**config.mk**
```make
export PLATFORM = sky130hd
export DESIGN_NAME = triangle_setup_flat
export DESIGN_NICKNAME = d
export VERILOG_FILES = /design/src/rtl/triangle_setup_if.sv /design/src/rtl/triangle_setup.sv /design/src/flat_wrapper.sv
export SDC_FILE = /design/constraint.sdc
export NUM_CORES = 2
export LEC_CHECK = 0
export BUFFER_PORTS_ARGS = -buffer_cell sky130_fd_sc_hd__buf_2
export CORE_MARGIN = 4
export CORE_UTILIZATION = 35
export CTS_BUF_LIST = sky130_fd_sc_hd__clkbuf_2 sky130_fd_sc_hd__clkbuf_4 sky130_fd_sc_hd__clkbuf_8
export DETAILED_ROUTE_END_ITERATION = 10
export GPL_TIMING_DRIVEN = 0
export HOLD_SLACK_MARGIN = 0.06
export PLACE_DENSITY = 0.51
export SLEW_MARGIN = 5
export SYNTH_ARGS = -nofsm -noshare
export SYNTH_HDL_FRONTEND = slang
export SYNTH_SLANG_ARGS = --single-unit
```
**constraint.sdc**
```tcl
create_clock -name clk_in -period 9.74 [get_ports clk_in]
set_input_delay 0.974 -clock clk_in [delete_from_list [all_inputs] [get_ports clk_in]]
set_output_delay 0.974 -clock clk_in [all_outputs]
set_load 0.1 [all_outputs]
```
**src/rtl/triangle_setup_if.sv**
```systemverilog
// Triangle setup port bundle: the start/vertex request and the setup results.
// The master drives start and projected_verts; the slave (triangle_setup) drives the results.
interface triangle_setup_if #(
  parameter int COORD_WIDTH = 32
);
  logic                                    start;
  logic signed [2:0][3:0][COORD_WIDTH-1:0] projected_verts;
  logic [15:0]                             bbox_min_x;
  logic [15:0]                             bbox_max_x;
  logic [15:0]                             bbox_min_y;
  logic [15:0]                             bbox_max_y;
  logic signed [2:0][COORD_WIDTH-1:0]      edge_a;
  logic signed [2:0][COORD_WIDTH-1:0]      edge_b;
  logic signed [2:0][COORD_WIDTH-1:0]      edge_c;
  logic signed [COORD_WIDTH-1:0]           area2;
  logic                                    valid;
  logic                                    busy;
  logic                                    done;
  logic [1:0]                              status;

  modport master (
    output start, projected_verts,
    input  bbox_min_x, bbox_max_x, bbox_min_y, bbox_max_y,
    input  edge_a, edge_b, edge_c, area2, valid, busy, done, status
  );

  modport slave (
    input  start, projected_verts,
    output bbox_min_x, bbox_max_x, bbox_min_y, bbox_max_y,
    output edge_a, edge_b, edge_c, area2, valid, busy, done, status
  );
endinterface

```
**src/rtl/triangle_setup.sv**
```systemverilog
// Triangle setup: edge-function coefficients, doubled area, clamped bbox and accept/reject status.
// Optional macro BACKFACE_CULL_EN rejects negative-area triangles instead of flipping their winding.
module triangle_setup #(
  parameter int COORD_WIDTH = 32,
  parameter int FB_WIDTH    = 320,
  parameter int FB_HEIGHT   = 180
) (
  input  logic            clk_in,
  input  logic            rst_in,
  triangle_setup_if.slave tri_if
);
  localparam int W = COORD_WIDTH;
  localparam int H = COORD_WIDTH / 2;
  localparam logic signed [W-1:0] ZERO  = '0;
  localparam logic signed [W-1:0] X_MAX = W'(FB_WIDTH - 1);
  localparam logic signed [W-1:0] Y_MAX = W'(FB_HEIGHT - 1);

  typedef enum logic [2:0] {IDLE, LOAD, EDGE0, EDGE1, EDGE2, AREA, DONE} state_e;
  state_e state_q, state_d;

  logic signed [2:0][3:0][W-1:0] verts_q;
  logic signed [2:0][W-1:0]      edge_a_q, edge_b_q, edge_c_q;
  logic signed [W-1:0]           area2_q;
  logic [15:0]                   bbox_min_x_q, bbox_max_x_q, bbox_min_y_q, bbox_max_y_q;
  logic [1:0]                    status_q;
  logic                          valid_q;

  logic signed [W-1:0] px [3];
  logic signed [W-1:0] py [3];
  logic                unused_vert_bits;

  // Integer pixel position is the floor of the fixed-point value: the upper half, sign-extended.
  generate
    for (genvar gi = 0; gi < 3; gi++) begin : g_int
      assign px[gi] = {{H{verts_q[gi][0][W-1]}}, verts_q[gi][0][W-1:H]};
      assign py[gi] = {{H{verts_q[gi][1][W-1]}}, verts_q[gi][1][W-1:H]};
    end
  endgenerate

  assign unused_vert_bits = ^verts_q;

  // Edge stage: one edge per cycle through a pair of shared multipliers.
  logic [1:0]          ei, ej;
  logic                edge_en;
  logic signed [W-1:0] xi, yi, xj, yj, prod0, prod1;
  logic signed [W-1:0] a_val, b_val, c_val;

  always_comb begin
    edge_en = 1'b1;
    ei      = 2'd0;
    case (state_q)
      EDGE0:   ei = 2'd0;
      EDGE1:   ei = 2'd1;
      EDGE2:   ei = 2'd2;
      default: edge_en = 1'b0;
    endcase
    ej    = (ei == 2'd2) ? 2'd0 : ei + 2'd1;
    xi    = px[ei];
    yi    = py[ei];
    xj    = px[ej];
    yj    = py[ej];
    prod0 = xi * yj;
    prod1 = xj * yi;
    a_val = yi - yj;
    b_val = xj - xi;
    c_val = prod0 - prod1;
  end

  // Area stage: area, bounding box and classification, all registered on leaving AREA.
  logic signed [W-1:0] area_sum, min_x, max_x, min_y, max_y;
  logic [1:0]          status_d;
  logic                flip;

  function automatic logic [15:0] clamp16(input logic signed [W-1:0] v,
                                          input logic signed [W-1:0] hi);
    logic signed [W-1:0] r;
    r = v;
    if (v < ZERO)    r = ZERO;
    else if (v > hi) r = hi;
    return 16'(r);
  endfunction

  always_comb begin
    area_sum = edge_c_q[0] + edge_c_q[1] + edge_c_q[2];
    min_x = px[0];
    max_x = px[0];
    min_y = py[0];
    max_y = py[0];
    for (int k = 1; k < 3; k++) begin
      if (px[k] < min_x) min_x = px[k];
      if (px[k] > max_x) max_x = px[k];
      if (py[k] < min_y) min_y = py[k];
      if (py[k] > max_y) max_y = py[k];
    end
    if (area_sum == ZERO)
      status_d = 2'b10;
    else if (max_x < ZERO || min_x > X_MAX || max_y < ZERO || min_y > Y_MAX)
      status_d = 2'b11;
`ifdef BACKFACE_CULL_EN
    else if (area_sum < ZERO)
      status_d = 2'b01;
`endif
    else
      status_d = 2'b00;
`ifdef BACKFACE_CULL_EN
    flip = 1'b0;
`else
    flip = (area_sum < ZERO);
`endif
  end

  always_comb begin
    state_d = state_q;
    case (state_q)
      IDLE:    if (tri_if.start) state_d = LOAD;
      LOAD:    state_d = EDGE0;
      EDGE0:   state_d = EDGE1;
      EDGE1:   state_d = EDGE2;
      EDGE2:   state_d = AREA;
      AREA:    state_d = DONE;
      DONE:    state_d = IDLE;
      default: state_d = IDLE;
    endcase
  end

  always_ff @(posedge clk_in) begin
    if (rst_in) begin
      state_q      <= IDLE;
      verts_q      <= '0;
      edge_a_q     <= '0;
      edge_b_q     <= '0;
      edge_c_q     <= '0;
      area2_q      <= '0;
      bbox_min_x_q <= '0;
      bbox_max_x_q <= '0;
      bbox_min_y_q <= '0;
      bbox_max_y_q <= '0;
      status_q     <= 2'b00;
      valid_q      <= 1'b0;
    end else begin
      state_q <= state_d;
      if (state_q == IDLE && tri_if.start) begin
        verts_q <= tri_if.projected_verts;
        valid_q <= 1'b0;
      end
      if (edge_en) begin
        edge_a_q[ei] <= a_val;
        edge_b_q[ei] <= b_val;
        edge_c_q[ei] <= c_val;
      end
      if (state_q == AREA) begin
        area2_q      <= flip ? -area_sum : area_sum;
        bbox_min_x_q <= clamp16(min_x, X_MAX);
        bbox_max_x_q <= clamp16(max_x, X_MAX);
        bbox_min_y_q <= clamp16(min_y, Y_MAX);
        bbox_max_y_q <= clamp16(max_y, Y_MAX);
        status_q     <= status_d;
        valid_q      <= (status_d == 2'b00);
        if (flip) begin
          for (int k = 0; k < 3; k++) begin
            edge_a_q[k] <= -edge_a_q[k];
            edge_b_q[k] <= -edge_b_q[k];
            edge_c_q[k] <= -edge_c_q[k];
          end
        end
      end
    end
  end

  assign tri_if.busy       = (state_q != IDLE);
  assign tri_if.done       = (state_q == DONE);
  assign tri_if.valid      = valid_q;
  assign tri_if.status     = status_q;
  assign tri_if.area2      = area2_q;
  assign tri_if.edge_a     = edge_a_q;
  assign tri_if.edge_b     = edge_b_q;
  assign tri_if.edge_c     = edge_c_q;
  assign tri_if.bbox_min_x = bbox_min_x_q;
  assign tri_if.bbox_max_x = bbox_max_x_q;
  assign tri_if.bbox_min_y = bbox_min_y_q;
  assign tri_if.bbox_max_y = bbox_max_y_q;
endmodule

```
**src/flat_wrapper.sv**
```systemverilog
// flat-port wrapper written by rule: the top's interface ports become plain ports
module triangle_setup_flat 
#(
  parameter int COORD_WIDTH = 32,
  parameter int FB_WIDTH    = 320,
  parameter int FB_HEIGHT   = 180
)
  (clk_in, rst_in, tri_if_start, tri_if_projected_verts, tri_if_bbox_min_x, tri_if_bbox_max_x, tri_if_bbox_min_y, tri_if_bbox_max_y, tri_if_edge_a, tri_if_edge_b, tri_if_edge_c, tri_if_area2, tri_if_valid, tri_if_busy, tri_if_done, tri_if_status);
  triangle_setup_if #(.COORD_WIDTH(COORD_WIDTH)) tri_if_i ();
  input  logic clk_in;
  input  logic rst_in;
  input wire logic [$bits(tri_if_i.start)-1:0] tri_if_start;
  input wire logic [$bits(tri_if_i.projected_verts)-1:0] tri_if_projected_verts;
  output wire logic [$bits(tri_if_i.bbox_min_x)-1:0] tri_if_bbox_min_x;
  output wire logic [$bits(tri_if_i.bbox_max_x)-1:0] tri_if_bbox_max_x;
  output wire logic [$bits(tri_if_i.bbox_min_y)-1:0] tri_if_bbox_min_y;
  output wire logic [$bits(tri_if_i.bbox_max_y)-1:0] tri_if_bbox_max_y;
  output wire logic [$bits(tri_if_i.edge_a)-1:0] tri_if_edge_a;
  output wire logic [$bits(tri_if_i.edge_b)-1:0] tri_if_edge_b;
  output wire logic [$bits(tri_if_i.edge_c)-1:0] tri_if_edge_c;
  output wire logic [$bits(tri_if_i.area2)-1:0] tri_if_area2;
  output wire logic [$bits(tri_if_i.valid)-1:0] tri_if_valid;
  output wire logic [$bits(tri_if_i.busy)-1:0] tri_if_busy;
  output wire logic [$bits(tri_if_i.done)-1:0] tri_if_done;
  output wire logic [$bits(tri_if_i.status)-1:0] tri_if_status;
  assign tri_if_i.start = tri_if_start;
  assign tri_if_i.projected_verts = tri_if_projected_verts;
  assign tri_if_bbox_min_x = tri_if_i.bbox_min_x;
  assign tri_if_bbox_max_x = tri_if_i.bbox_max_x;
  assign tri_if_bbox_min_y = tri_if_i.bbox_min_y;
  assign tri_if_bbox_max_y = tri_if_i.bbox_max_y;
  assign tri_if_edge_a = tri_if_i.edge_a;
  assign tri_if_edge_b = tri_if_i.edge_b;
  assign tri_if_edge_c = tri_if_i.edge_c;
  assign tri_if_area2 = tri_if_i.area2;
  assign tri_if_valid = tri_if_i.valid;
  assign tri_if_busy = tri_if_i.busy;
  assign tri_if_done = tri_if_i.done;
  assign tri_if_status = tri_if_i.status;
  triangle_setup #(.COORD_WIDTH(COORD_WIDTH), .FB_WIDTH(FB_WIDTH), .FB_HEIGHT(FB_HEIGHT)) u_core (.clk_in(clk_in), .rst_in(rst_in), .tri_if(tri_if_i));
endmodule
```
==> results.yml <==
run_status:
  outcome: "finished with violations"
  violations: "capacitance limit, slew limit"
detailed_routing:
  routed_wl_mm: 279
  viasPerCell: 5.70
  drt-pass1-iter-count: 8
  drtIter0Drc: 5825
  ant_nets: 0
  vias: 57900
  wl_per_cell_microns: 27.5
  drcViolationCount: 0
sta:
  setup_tns_ps: 0
  finalCritPeriodShare_pct: 98.7
  drv_slew: 11
  fin_crit_ps: 9610
  max_freq_mhz: 104
  finalHoldViolCount: 0
  worst_pin_slew_ps: 1530
  setup_violations: 0
  max_slew_margin_pct: -2.00
  rsz0062_at_grt: "true"
  clock_skew_ps: 106
power_and_ir_drop:
  vdd_ir_drop_max_mv: 1.08
  fin_total_pwr_mw: 30.2
  power_density_nw_per_um2: 433
  cellLeakagePower_nw: 31.4
synthesis:
  syn_avg_cell_area_sq_um: 8.17
  synth_ff_type: "dfxtp_1"
  synthDistinctLibCells: 85
  synth_seq_cells: 482
  synthesis.area_sq_um: 58000
  ys_seq_area_share_pct: 16.6
  synth_xor_area_share_pct: 2.21
  synth_top_area_cell: "fa_1"
  synth_top_area_share_pct: 26.4
  synthCells: 7106
  ys_warn_count: 0
  synthTopCellsByArea: "fa_1 (26%), dfxtp_1 (17%), ha_1 (8.8%), inv_1 (6.8%), a21oi_1 (5.0%)"
  synth_compound_area_share_pct: 17.6
  synth_top_family_by_area: "adder cells"
  synth_edf_count: 0
  synthAdderAreaFrac_pct: 35.2
  synth_mux_area_share_pct: 1.33
  async_flop_share_pct: 0
  synth-simple-area-share_pct: 17.6
place:
  gp_congestion: 0.967
  dpl_cell_area_sq_um: 63500
  port_buffers: 482
  detailed_place_hpwl_mm: 225
clocking:
  hold_buffers: 0
  cts.sinks: 482
  clk_pin_slew_ps: 60
  root_buffer: "clkbuf_8"
  clk_latency_ps: 890
  cts_buffers: 95
  htreeDepth: 3
  cts_buffer_depth: 3
  cts_tree: "built"
finish:
  design_area_sq_um: 69700
  layout.area.seq_sq_um: 9660
  nets: 9435
  synthToLayoutAreaGrowth_pct: 20.1
  multi_input_area_sq_um: 44600
  drive_above_1_share_pct: 16.7
  fillers: 16800
setup_path:
  crit_slowest_cell: "fa_2"
  cp_max_fo: 6
  worstPathArrival_ps: 10300
  cpMostUsedCell: "fa_1"
  critical_path_class: "reg2reg"
  critPathTopFamily: "adder cells"
  crit_buf_inv: 11
  startpoint_type: "flop"
  crit_required_ps: 10430
  cp-end-kind: "flop"
  slowest_delay_ps: 610
global_route:
  track_usage_pct: 31.4
  antenna_found_initial: 10
  grt_max_degree: 16
  first_global_vias: 57300
  grt_pass1_wl_mm: 401
  grt_overflow: 0
hold_path:
  hold_path.class: "in2reg"
floorplan:
  core_sq_um: 165000
  dieHeight_microns: 415
  ios: 776
  die_w_microns: 415
  row_count: 149
  start_util_pct: 35.2
  dieArea_sq_um: 172000
job:
  maxCapViolations: 1
[metal layers]
metal | global-route usage, % | vias up | wire, microns
li1 | - | 25400 | -
met1 | 40.4 | 28900 | 112000
met2 | 49.2 | 2908 | 123000
met3 | 7.80 | 667 | 27000
met4 | 15.3 | 4 | 16600
met5 | 0 | - | 23
[tightest hold or removal path: stages]
cell     delay [ps]
buf_2            90
nand2_1          40
a21oi_1          50
[layout make-up]
cell class	instances	area share (%)
antenna	8	0.0287
buffer	348	3.01
clock buffer	150	2.71
clock inverter	21	0.302
inverter	1071	5.87
multi-input combinational	5185	64.0
sequential	482	13.9
tap	2189	3.93
timing repair buffer	693	6.25
[logic make-up after synthesis]
| family | Yosys count |
|---|---|
| compound gates | 1666 |
| xor+xnor | 142 |
| fa+ha+maj | 1172 |
| buf+inv | 1442 |
| flops | 482 |
| mux | 75 |
| other cells | 1 |
| simple gates | 2126 |
[Yosys cell counts, drive strengths merged, types with 33 or more instances]
cell type / n
a31oi: 179
nor3: 122
nand2b: 60
nor4: 36
nor2b: 45
a22oi: 44
fa: 765
buf: 39
a32oi: 69
nand3: 64
nor2: 535
dfxtp: 482
a21boi: 64
nand3b: 101
nand2: 742
a211oi: 58
o21a: 38
mux2i: 56
and2: 54
a21oi: 585
or3: 188
xnor2: 109
inv: 1063
a21o: 61
clkbuf: 332
ha: 407
o21ai: 365
nand4: 33
[registers in the layout, summed over array words and instances (netlist names)]
register / cells
u_core.tri_if.edge_a: 96
u_core.tri_if.edge_b: 96
u_core.tri_if.edge_c: 96
u_core.px: 48
u_core.py: 48
u_core.tri_if.area2: 32
u_core.tri_if.bbox_max_x: 15
u_core.tri_if.bbox_max_y: 15
u_core.tri_if.bbox_min_x: 15
u_core.tri_if.bbox_min_y: 15
u_core.state_q: 3
u_core.tri_if.status: 2
u_core.tri_if.valid: 1
[where the power goes]
part / internal, mW / switching (mW) / total [mW] / leakage (nW)
Clock: 1.29 / 1.06 / 2.35 / 1.13
Sequential: 2.14 / 0.369 / 2.51 / 3.91
Combinational: 9.43 / 15.9 / 25.3 / 26.4
Total: 12.9 / 17.3 / 30.2 / 31.4
[cells in the final DEF (no fill, tap or decap), types with 35 or more instances in the layout]
cell / synthesis / layout
a211oi_1: 58 / 53
a21boi_0: 63 / 62
a21o_1: 61 / 53
a21oi_1: 585 / 561
a22oi_1: 44 / 41
a31oi_1: 179 / 173
a32oi_1: 69 / 67
and2_1: 54 / 52
buf_2: 7 / 493
buf_4: 4 / 166
clkbuf_1: 332 / 233
clkbuf_4: 0 / 44
clkbuf_8: 0 / 132
dfxtp_1: 482 / 479
fa_1: 765 / 714
fa_2: 0 / 51
ha_1: 407 / 384
inv_1: 1059 / 1013
inv_2: 4 / 36
mux2i_1: 56 / 56
nand2_1: 742 / 726
nand2b_1: 60 / 57
nand3_1: 64 / 63
nand3b_1: 101 / 101
nor2_1: 535 / 501
nor2b_1: 45 / 44
nor3_1: 121 / 121
nor4_1: 36 / 35
o21ai_0: 359 / 341
or3_1: 183 / 183
xnor2_1: 109 / 102
[per-stage QoR]
stage	setup WS, ps	hold slack [ps]	utilization (%)	std cells
2_1_floorplan	26.5	462	-	7109
3_3_place_gp	-3390	432	38.4	9780
3_5_place_dp	-3270	436	38.5	9795
4_1_cts	-10.1	306	41.4	10100
5_1_grt	-102	354	42.3	10100
6_report	130	398	42.3	10100
[worst paths after layout]
kind,start,end,slack (ps),cells past startpoint
max,u_core.state_q[1]$_SDFFE_PP0P_,u_core.tri_if.edge_c[30]$_SDFF_PP0_,130,33
min,tri_if_projected_verts[276],u_core.px[4]$_SDFFE_PP0P_,400,3
max reg2reg,u_core.state_q[1]$_SDFFE_PP0P_,u_core.tri_if.edge_c[30]$_SDFF_PP0_,130,33
min reg2reg,u_core.tri_if.bbox_max_x[2]$_SDFFE_PP0P_,u_core.tri_if.bbox_max_x[2]$_SDFFE_PP0P_,440,2
[repair_timing]
item | 4_1_cts | 5_1_grt
resized for setup | 434 | 240
buffers inserted | 112 | 82
gates cloned | 2 | 0
setup endpoints to repair | 72 | 44
pin swaps | 108 | 151
Note: power is estimated with default switching activity, not from simulation.
